==> config.mk <==
export PLATFORM = sky130hd
export DESIGN_NAME = bcd_contador_ndigitos
export DESIGN_NICKNAME = d
export VERILOG_FILES = /design/src/rtl/bcd_contador_ndigitos.sv
export SDC_FILE = /design/constraint.sdc
export NUM_CORES = 1
export LEC_CHECK = 0
export ABC_AREA = 1
export ABC_CLOCK_PERIOD_IN_PS = 1700
export BUFFER_PORTS_ARGS = -buffer_cell sky130_fd_sc_hd__buf_2
export CORE_ASPECT_RATIO = 0.9
export CORE_MARGIN = 4
export CORE_UTILIZATION = 45
export CTS_CLUSTER_DIAMETER = 200
export DETAILED_ROUTE_END_ITERATION = 10
export HOLD_SLACK_MARGIN = 0.12
export PLACE_DENSITY = 0.71
export SYNTH_ARGS = -nofsm -noshare
export SYNTH_HDL_FRONTEND = slang
export SYNTH_SLANG_ARGS = --single-unit
==> constraint.sdc <==
create_clock -name ck -period 1.7 [get_ports ck]
set_input_delay 0.085 -clock ck [delete_from_list [all_inputs] [get_ports ck]]
set_output_delay 0.085 -clock ck [all_outputs]
set_load 0.005 [all_outputs]
==> src/rtl/bcd_contador_ndigitos.sv <==
// N-digit cascaded BCD up/down counter with load, clear, wrap/saturate terminal
// handling, a registered terminal-count pulse and per-digit seven-segment decode.
module bcd_contador_ndigitos #(
  parameter int N_DIG   = 3,
  parameter bit WRAP    = 1'b1,
  parameter bit SEG_LOW = 1'b1
) (
  input  logic                 ck,
  input  logic                 rst_n,
  input  logic                 enb,
  input  logic                 clr,
  input  logic                 ld,
  input  logic [4*N_DIG-1:0]   ld_val,
  input  logic                 dn,
  output logic [4*N_DIG-1:0]   bcd,
  output logic [7*N_DIG-1:0]   sgm,
  output logic                 cnt_max,
  output logic                 tc
);

  localparam int W = 4 * N_DIG;
  localparam logic [W-1:0] NINES = {N_DIG{4'h9}};

  logic [W-1:0]     stepped;
  logic [W-1:0]     ld_clean;
  logic [W-1:0]     bcd_nxt;
  logic [N_DIG-1:0] inc_en;
  logic [N_DIG-1:0] dec_en;
  logic             run9;
  logic             run0;
  logic             stp_term;
  logic             tc_nxt;

  function automatic logic [6:0] seg_dec(input logic [3:0] d);
    logic [6:0] s;
    case (d)
      4'd0:    s = 7'h3F;
      4'd1:    s = 7'h06;
      4'd2:    s = 7'h5B;
      4'd3:    s = 7'h4F;
      4'd4:    s = 7'h66;
      4'd5:    s = 7'h6D;
      4'd6:    s = 7'h7D;
      4'd7:    s = 7'h07;
      4'd8:    s = 7'h7F;
      4'd9:    s = 7'h6F;
      default: s = 7'h40;
    endcase
    return s;
  endfunction

  // Parallel carry/borrow lookahead: digit k moves when every lower digit sits at 9 (up) or 0 (down)
  always_comb begin
    run9   = 1'b1;
    run0   = 1'b1;
    inc_en = '0;
    dec_en = '0;
    for (int k = 0; k < N_DIG; k++) begin
      inc_en[k] = run9;
      dec_en[k] = run0;
      run9      = run9 & (bcd[4*k +: 4] == 4'd9);
      run0      = run0 & (bcd[4*k +: 4] == 4'd0);
    end
  end

  for (genvar k = 0; k < N_DIG; k++) begin : g_dig
    logic [3:0] d;
    logic [3:0] up_d;
    logic [3:0] dn_d;
    logic [3:0] raw_ld;
    logic [6:0] seg_raw;

    assign d       = bcd[4*k +: 4];
    assign up_d    = (d == 4'd9) ? 4'd0 : d + 4'd1;
    assign dn_d    = (d == 4'd0) ? 4'd9 : d - 4'd1;
    assign raw_ld  = ld_val[4*k +: 4];
    assign seg_raw = seg_dec(d);

    assign stepped[4*k +: 4]  = dn ? (dec_en[k] ? dn_d : d) : (inc_en[k] ? up_d : d);
    assign ld_clean[4*k +: 4] = (raw_ld > 4'd9) ? 4'd0 : raw_ld;
    assign sgm[7*k +: 7]      = SEG_LOW ? ~seg_raw : seg_raw;
  end

  assign cnt_max  = dn ? (bcd == '0) : (bcd == NINES);
  assign stp_term = dn ? (stepped == '0) : (stepped == NINES);

  // Wrap mode flags leaving the terminal value; saturate mode flags arriving at it
  always_comb begin
    bcd_nxt = bcd;
    tc_nxt  = 1'b0;
    if (clr) begin
      bcd_nxt = '0;
    end else if (ld) begin
      bcd_nxt = ld_clean;
    end else if (enb) begin
      if (cnt_max) begin
        if (WRAP) begin
          bcd_nxt = stepped;
          tc_nxt  = 1'b1;
        end
      end else begin
        bcd_nxt = stepped;
        tc_nxt  = !WRAP && stp_term;
      end
    end
  end

  always_ff @(posedge ck or negedge rst_n) begin
    if (!rst_n) begin
      bcd <= '0;
      tc  <= 1'b0;
    end else begin
      bcd <= bcd_nxt;
      tc  <= tc_nxt;
    end
  end

endmodule

==> results of run 1 <==
[per-stage QoR]
stage	worst slack (ns)	TNS (ns)	cell area [sq um]	utilization	total power, mW
2_1_floorplan	0.1754	0	1770	-	0.9415
4_1_cts	0.006770	0	2200	0.5854	1.591
6_report	0.02573	0	2285	0.6081	1.662
5_1_grt	-0.06476	-0.06885	2285	0.6081	1.824
3_3_place_gp	-0.005439	-0.005439	2133	0.5678	1.282
3_5_place_dp	-0.01985	-0.01985	2133	0.5678	1.291
[worst max-delay path, stage by stage (launching register included)]
cell and delay, ns:
dfrtp_2 0.45, inv_2 0.10, ha_1 0.17, nand2_2 0.10, nor2_4 0.17, nand4_1 0.12, o21ai_2 0.09, buf_2 0.15
[state kept, by name, indices dropped and copies added, names as in the netlist]
| register | count |
|---|---|
| bcd | 12 |
| tc | 1 |
[final timing paths]
check | startpoint | end | slack (ns) | cells after the start
setup reg to reg | bcd[8] | bcd[10] | 0.11 | 9
setup / recovery | bcd[8] | cnt_max | 0.03 | 7
max in group asynchronous | rst_n | bcd[8] | 1.17 | 2
hold / removal | enb | bcd[3] | 0.17 | 4
hold reg to reg | bcd[4] | bcd[4] | 0.65 | 3
min in group asynchronous | rst_n | bcd[3] | 0.27 | 2
[layout by cell type (no fill, tap or decap), drive strengths merged, types with 2 or more instances in the layout]
cell,instances
a21oi,12
buf,73
clkbuf,4
dfrtp,13
ha,21
inv,38
nand2,94
nand3,29
nand4,5
nor2,23
o211ai,4
o21ai,34
or2,2
[cell families after synthesis]
family | after synthesis
AOI/OAI and AO/OA | 52
xor gates and xnor gates | 2
adders and majority gates | 21
buffers and inverters | 48
DFF | 13
and+or+nand+nor | 155
[power groups by stage]
stage                     Sequential, mW  Clock (mW)  Combinational [mW]
after floorplan                    0.398           0               0.544
after global placement             0.397           0               0.886
after detailed placement           0.397           0               0.894
after CTS                          0.395       0.289               0.907
after global routing               0.407       0.312                1.11
final                              0.400       0.287               0.976
[repair_timing]
item	CTS	global route
endpoints found under the setup margin	4	10
hold buffers	1	0
endpoints found under the hold margin	13	0
pin swaps	0	3
buffers inserted	0	7
gates resized for setup	6	13
[metal layers]
layer / vias to the layer above / track usage / routed length (microns) / part of all wire
met5: - / 0 / 0 / 0
met4: 0 / 0.02036 / 29 / 0.0057
met3: 6 / 0.04167 / 482 / 0.095
met2: 98 / 0.3075 / 2170 / 0.43
met1: 941 / 0.3061 / 2388 / 0.47
li1: 1076 / - / - / -
[final cells by class]
type / instances / share of cell area
Multi-Input combinational cell: 230 / 0.5580
Clock buffer: 4 / 0.01972
Timing Repair Buffer: 74 / 0.1889
Sequential cell: 13 / 0.1435
Inverter: 38 / 0.06462
Tap cell: 46 / 0.02519
==> impl_metrics.json, run 1 <==
{
  "grt_pass1_vias": 1715,
  "endpoint_kind": "output port",
  "cap_violations": 0,
  "muxShareOfSynthArea": 0,
  "synth_cell_types": 29,
  "syn_nets": 330,
  "cts_root_buf": "clkbuf_8",
  "seqPwrFrac": 0.241,
  "internal_power_uw": 932.7,
  "p_comb_frac": 0.587,
  "synth.top_cell.area_share": 0.1972,
  "clock_path_buffers": 2,
  "via_count": 2121,
  "synth_edf_count": 0,
  "wl_per_cell_microns": 12.52,
  "synth_area_leaders": "nand2_1 20%, dfrtp_1 18%, ha_1 15%",
  "power_density_nw_per_um2": 727.6,
  "drive_above_1_share": 0.2981,
  "hold_violations": 0,
  "track_usage": 0.2036,
  "num_antenna_cells": 0,
  "finClkSkew_ns": 0.0003447,
  "critPathLaunchType": "flop",
  "max_freq_mhz": 597.3,
  "crit_required_ns": 1.62,
  "die_h_microns": 67.51,
  "synth_top_family_by_area": "simple AND/OR/NAND/NOR gates",
  "ys_top_cells_by_count": "93 x nand2_1, 33 x inv_1, 31 x o21ai_0",
  "hold_ws_ns": 0.1687,
  "cts_tree": "yes",
  "syn_to_final_growth_pct": 29.05,
  "nets": 399,
  "seq_area_sq_um": 327.8,
  "p_sw_uw": 729.7,
  "first_pass_iters": 5,
  "multi_input_area_sq_um": 1275,
  "clkTransAtPathRegs_ns": 0.06,
  "core_sq_um": 3757,
  "antenna_found_initial": 0,
  "initial_core_util": 0.4712,
  "worstMarginPinSlew_ns": 0.4081,
  "clkSinkCount": 13,
  "io_buffers": 52,
  "ctsHtreeMaxLevel": 1,
  "slew-limit-headroom": 0.7276,
  "synthXorXnorAreaFrac": 0.009894,
  "synthesis.area_sq_um": 1770,
  "crit_type": "reg -> out",
  "dieArea_sq_um": 5003,
  "grt_pass1_wl_microns": 8004,
  "num_rows": 21,
  "outcome": "complete, no violations",
  "grt_max_degree": 14,
  "p_leak_nw": 1.326,
  "numCtsBuffers": 3,
  "ant_nets": 0,
  "yosysSeqAreaShare": 0.1837,
  "syn-instance-count": 291,
  "cp_max_fo": 6,
  "synth_adder_area_share": 0.1484,
  "hold_path_class": "in -> reg",
  "ir_worst_vdd_uv": 432.2,
  "first_iter_violations": 170,
  "die_width_microns": 74.12,
  "grt_setup_unrepaired": "true",
  "avgSynthCellArea_sq_um": 6.084,
  "gp_congestion": 0.9087,
  "yosys.area.top_type": "nand2_1",
  "synth_most_common_cell": "nand2_1",
  "wl_microns": 5071,
  "synth-main-ff-cell": "dfrtp_1",
  "p_clk_frac": 0.173,
  "swShare": 0.4390,
  "dpl.cell_count": 393,
  "fin_crit_sh": 0.9849,
  "ys_seq_elements": 13,
  "n_fill_cell": 367,
  "hpwlAfterDp_microns": 3949,
  "setup_viol": 0,
  "yosysWarnings": 0,
  "finalNonFillerCells": 405,
  "ios": 53,
  "synth_simple_gate_area_frac": 0.3845,
  "gr-total-overflow": 0,
  "async_reset_ff_frac": 1.000,
  "clock_latency_ns": 0.25,
  "drc": 0,
  "viasPerCell": 5.237,
  "fin_crit_ns": 1.674,
  "synth_compound_area_frac": 0.1562,
  "arrival_ns": 1.59,
  "drv_slew": 0
}
No activity file was read; power rests on OpenSTA's default activity.
==> inputs of run 2 (changes only) <==
Settings changed: GPL_TIMING_DRIVEN from default to 0.
==> impl_metrics.json, run 2 (synthesized netlist as in run 1, its figures left out) <==
{
  "hold_ws_ns": 0.1716,
  "clkTransAtPathRegs_ns": 0.07,
  "critPathLaunchType": "flop",
  "cp_num_buf_inv": 2,
  "largest_reg_flops": 12,
  "wl_microns": 5459,
  "ios": 53,
  "clock_latency_ns": 0.25,
  "dpl.cell_count": 389,
  "top_register": "bcd",
  "clock_path_buffers": 2,
  "crit_path_max_incr_delay_ns": 0.47,
  "outcome": "complete, no violations",
  "finClkSkew_ns": 0.008456,
  "fin_crit_sh": 0.9999,
  "reg_top3": "bcd x12, tc x1",
  "die_h_microns": 67.51,
  "clkSinkCount": 13,
  "critPathTopFamily": "flip-flops",
  "slew-limit-headroom": 0.6421,
  "hold_violations": 0,
  "die_width_microns": 74.12,
  "cap_violations": 0,
  "path_cells": "buf_4 -> ha_1 -> o21ai_0 -> o21ai_0 -> buf_2",
  "p_leak_nw": 1.393,
  "num_antenna_cells": 0,
  "use_met2": 0.3363,
  "grt_setup_unrepaired": "true",
  "track_usage": 0.2070,
  "met3_usage": 0.04911,
  "layout_common_cells": "91 x nand2_1, 58 x buf_2, 29 x o21ai_0, 27 x inv_1, 26 x nand3_1",
  "gr-total-overflow": 0,
  "power_density_nw_per_um2": 728.2,
  "max_freq_mhz": 588.3,
  "drv_slew": 0,
  "initial_core_util": 0.4712,
  "grt_pass1_wl_microns": 8231,
  "grt_max_degree": 14,
  "ctsHtreeMaxLevel": 1,
  "endpoint_kind": "output port",
  "num_rows": 21,
  "globalRouteMet1Util": 0.2882,
  "crit_type": "reg -> out",
  "fin_crit_ns": 1.700,
  "numCtsBuffers": 3,
  "core_sq_um": 3757,
  "worstMarginPinSlew_ns": 0.5369,
  "nets": 411,
  "setup_viol": 0,
  "first_pass_iters": 5,
  "cts_root_buf": "clkbuf_8",
  "cpMostUsedCell": "o21ai_0",
  "crit_required_ns": 1.62,
  "syn_to_final_growth_pct": 36.54,
  "hpwlAfterDp_microns": 3743,
  "hold_path_class": "in -> reg",
  "via_count": 2222,
  "final_common_cell": "nand2_1",
  "wl_per_cell_microns": 13.09,
  "drive_above_1_share": 0.3396,
  "first_iter_violations": 182,
  "finalNonFillerCells": 417,
  "dieArea_sq_um": 5003,
  "viasPerCell": 5.329,
  "gp_congestion": 0.8591,
  "antenna_found_initial": 0,
  "cts_tree": "yes",
  "arrival_ns": 1.61,
  "ir_worst_vdd_uv": 356.7,
  "io_buffers": 52,
  "worst_path_max_delay_cell": "dfrtp_2",
  "drc": 0,
  "cp_max_fo": 6,
  "grt.busiest_layer": "met2",
  "grt_pass1_vias": 1832,
  "ant_nets": 0
}
## run 2: cell count changes in the layout (fill, tap and decap cells not counted), sizes merged
cell / before / now
clkinv: 0 / 1
buf: 73 / 84
## run 2: per-layer routing
metal | wire [microns] | share of wire
met1 | 2388 | 0.44
met4 | 72 | 0.013
met2 | 2461 | 0.45
met5 | 0 | 0
met3 | 537 | 0.098
## run 2: per-stage QoR
step           setup slack [ns]    util  cell area [sq um]  setup TNS [ns]  total power [mW]
4_1_cts                -0.01035  0.5847               2197        -0.01035             1.565
2_1_floorplan            0.1754       -               1770               0            0.9415
3_5_place_dp            -0.1480  0.5558               2088         -0.5683             1.244
6_report              0.0002481  0.6434               2417               0             1.760
5_1_grt                 -0.1064  0.6434               2417         -0.2486             1.919
3_3_place_gp            -0.1500  0.5558               2088         -0.6078             1.239
## run 2: layout make-up
cell class / instances / area, sq um
multi-input combinational: 230 / 1320
clock inverter: 1 / 5.005
clock buffer: 3 / 41.29
buffer: 10 / 60.06
sequential: 13 / 332.8
inverter: 38 / 157.7
fill: 344 / 1340
tap: 46 / 57.56
timing repair buffer: 76 / 442.9
## run 2: repair_timing
item,CTS,global route
pin swaps,1,4
setup buffers,4,19
endpoints found under the hold margin,13,0
setup endpoints to repair,14,17
hold buffers,1,0
resized for setup,14,22
## run 2: worst paths after layout
kind / slack (ns) / cells after the start / startpoint / to
setup / recovery: 0.0002 / 5 / bcd[4] / sgm[12]
hold / removal: 0.17 / 2 / enb / tc
setup reg to reg: 0.07 / 7 / bcd[9] / bcd[10]
hold reg to reg: 0.57 / 2 / bcd[8] / bcd[8]
max in group asynchronous: 1.17 / 2 / rst_n / bcd[0]
min in group asynchronous: 0.25 / 2 / rst_n / bcd[7]
## run 2: power breakdown
group	leakage, nW	switching [mW]	internal, mW	total (mW)
registers	0.161	0.0472	0.349	0.396
clock network	0.0255	0.129	0.162	0.292
logic	1.21	0.605	0.468	1.07
## run 2: worst register-to-register path, stage by stage (launching register included)
cell	delay [ns]
dfrtp_2	0.46
buf_4	0.16
ha_1	0.21
or2_2	0.30
nand4_1	0.07
nand3_1	0.11
nand3_1	0.12
nand2_1	0.07
==> inputs of run 3 (changes only) <==
Settings changed: ABC_AREA 1 to default.
==> impl_metrics.json, run 3 <==
{
  "p_total_mw": 1.486,
  "syn_to_final_growth_pct": 46.02,
  "setup_viol": 12,
  "initial_core_util": 0.4732,
  "grt_setup_unrepaired": "true",
  "dpl.cell_count": 337,
  "cap_violations": 0,
  "synthesis.area_sq_um": 1778,
  "wl_per_cell_microns": 15.98,
  "track_usage": 0.2363,
  "power_density_nw_per_um2": 572.3,
  "clkTransAtPathRegs_ns": 0.06,
  "nets": 360,
  "cp_max_fo": 3,
  "clock_path_buffers": 2,
  "worstMarginPinSlew_ns": 0.5426,
  "io_buffers": 50,
  "numCtsBuffers": 3,
  "synth.top_cell.area_share": 0.1830,
  "hpwlAfterDp_microns": 3901,
  "layout_common_cells": "52 x buf_2, 24 x nor2_1, 21 x nand2_1, 18 x buf_4, 16 x a21oi_1",
  "top_register": "bcd",
  "grt_max_degree": 14,
  "synth_area_leaders": "dfrtp_1 18%, ha_1 15%, nor2_1 5.5%",
  "yosysSeqAreaShare": 0.1830,
  "clock_latency_ns": 0.25,
  "cts_root_buf": "clkbuf_8",
  "fin_crit_sh": 1.151,
  "endpoint_kind": "output port",
  "first_pass_iters": 5,
  "syn_nets": 280,
  "num_rows": 21,
  "ys_seq_elements": 13,
  "max_freq_mhz": 511.2,
  "yosysWarnings": 0,
  "grt_pass1_vias": 1940,
  "gr-total-overflow": 0,
  "num_antenna_cells": 0,
  "arrival_ns": 1.87,
  "min_from": "ld_val[5]",
  "final_common_cell": "buf_2",
  "fin_util": 0.6910,
  "grt_pass1_wl_microns": 9390,
  "ir_worst_vdd_uv": 474.5,
  "drive_above_1_share": 0.4250,
  "gp_congestion": 0.8696,
  "slew-limit-headroom": 0.6383,
  "critPathLaunchType": "flop",
  "critPathLaunch": "bcd[5]",
  "hold_path_class": "in -> reg",
  "via_count": 2136,
  "outcome": "complete, but fails checks",
  "rr_startpoint": "bcd[5]",
  "tns_ns": -1.470,
  "avgSynthCellArea_sq_um": 7.377,
  "synth_cell_types": 46,
  "pre_cts_slack_ns": -0.3140,
  "dieArea_sq_um": 5022,
  "ctsHtreeMaxLevel": 1,
  "ys_top_cells_by_count": "26 x nor2_1, 21 x ha_1, 21 x nand2_1",
  "core_sq_um": 3757,
  "first_iter_violations": 198,
  "hold_violations": 0,
  "drc": 0,
  "largest_reg_flops": 12,
  "finClkSkew_ns": 0.0008187,
  "syn-instance-count": 241,
  "cts_tree": "yes",
  "p_leak_nw": 1.226,
  "ios": 53,
  "reg_top3": "bcd x12, tc x1",
  "clkSinkCount": 13,
  "crit_type": "reg -> out",
  "wl_microns": 5848,
  "die_h_microns": 67.63,
  "fin_crit_ns": 1.956,
  "die_width_microns": 74.26,
  "n_fill_cell": 339,
  "synth_most_common_cell": "nor2_1",
  "viasPerCell": 5.836,
  "yosys.area.top_type": "dfrtp_1",
  "synth-main-ff-cell": "dfrtp_1",
  "setup_slack_ns": -0.2560,
  "finalNonFillerCells": 366,
  "ant_nets": 0,
  "failed_checks": "negative setup slack",
  "synth_edf_count": 0,
  "async_reset_ff_frac": 1.000,
  "antenna_found_initial": 0,
  "crit_required_ns": 1.62,
  "drv_slew": 0
}
[run 3: changes by cell type after synthesis, moves of 8 or more]
cell | previous run | this run
nor2_1 | 18 | 26
inv_1 | 33 | 16
o21ai_0 | 31 | 17
nand2_1 | 93 | 21
nand2b_1 | 0 | 8
nand3_1 | 28 | 8
[run 3: critical path: stages, from the launching register on]
cell	delay, ns
dfrtp_2	0.43
inv_4	0.08
ha_4	0.14
nand2b_4	0.05
or4_4	0.52
o32ai_4	0.24
buf_2	0.16
[run 3: layout make-up]
type / count / area [sq um] / area share
inverter: 18 / 77.57 / 0.02988
clock buffer: 3 / 41.29 / 0.01590
sequential: 13 / 335.3 / 0.1292
multi-input combinational: 198 / 1559 / 0.6005
clock inverter: 1 / 5.005 / 0.001928
tap: 46 / 57.56 / 0.02217
timing repair buffer: 75 / 457.9 / 0.1764
buffer: 12 / 62.56 / 0.02410
[run 3: layer usage]
| layer | part of all wire | GRT usage | vias to the layer above | wire, microns |
|---|---|---|---|---|
| met4 | 0.0084 | 0.04000 | 0 | 49 |
| met2 | 0.45 | 0.3584 | 88 | 2616 |
| li1 | - | - | 1037 | - |
| met3 | 0.075 | 0.05952 | 9 | 438 |
| met5 | 0 | 0 | - | 0 |
| met1 | 0.47 | 0.3410 | 1002 | 2743 |
[run 3: worst paths after layout]
check	end	slack (ns)	cells after the start
min in group asynchronous	tc	0.25	2
hold reg to reg	bcd[8]	0.72	2
setup reg to reg	bcd[10]	-0.25	8
setup / recovery	cnt_max	-0.26	6
hold / removal	bcd[5]	0.13	3
max in group asynchronous	bcd[8]	1.20	2
[run 3: metrics by stage]
stage	cell area (sq um)	hold WS, ns
detailed placement	2141	-0.01201
floorplan	1833	-0.2106
global route	2596	0.1408
CTS	2471	0.1298
finish	2596	0.1276
global placement	2141	-0.01255
[run 3: power by group]
part	switching (mW)	leakage [nW]	internal [mW]	total, mW
clock network	0.128	0.0255	0.162	0.290
registers	0.0336	0.161	0.336	0.369
logic	0.436	1.04	0.390	0.826
total	0.598	1.23	0.888	1.49
[run 3: kinds of logic after synthesis]
group | after synthesis | synth area share
DFF | 13 | 0.1830
xor gates and xnor gates | 1 | 0.004927
AOI/OAI and AO/OA | 77 | 0.2857
and+or+nand+nor | 94 | 0.2787
adders and majority gates | 21 | 0.1478
buffers and inverters | 30 | 0.06897
muxes | 5 | 0.03096
[run 3: what timing repair did]
item                       in CTS  in global routing
hold buffers                    5                  0
hold endpoints to repair       17                  0
setup endpoints to repair      19                 23
setup buffers                  17                  4
pin swaps                       4                  5
gates resized for setup        22                 32
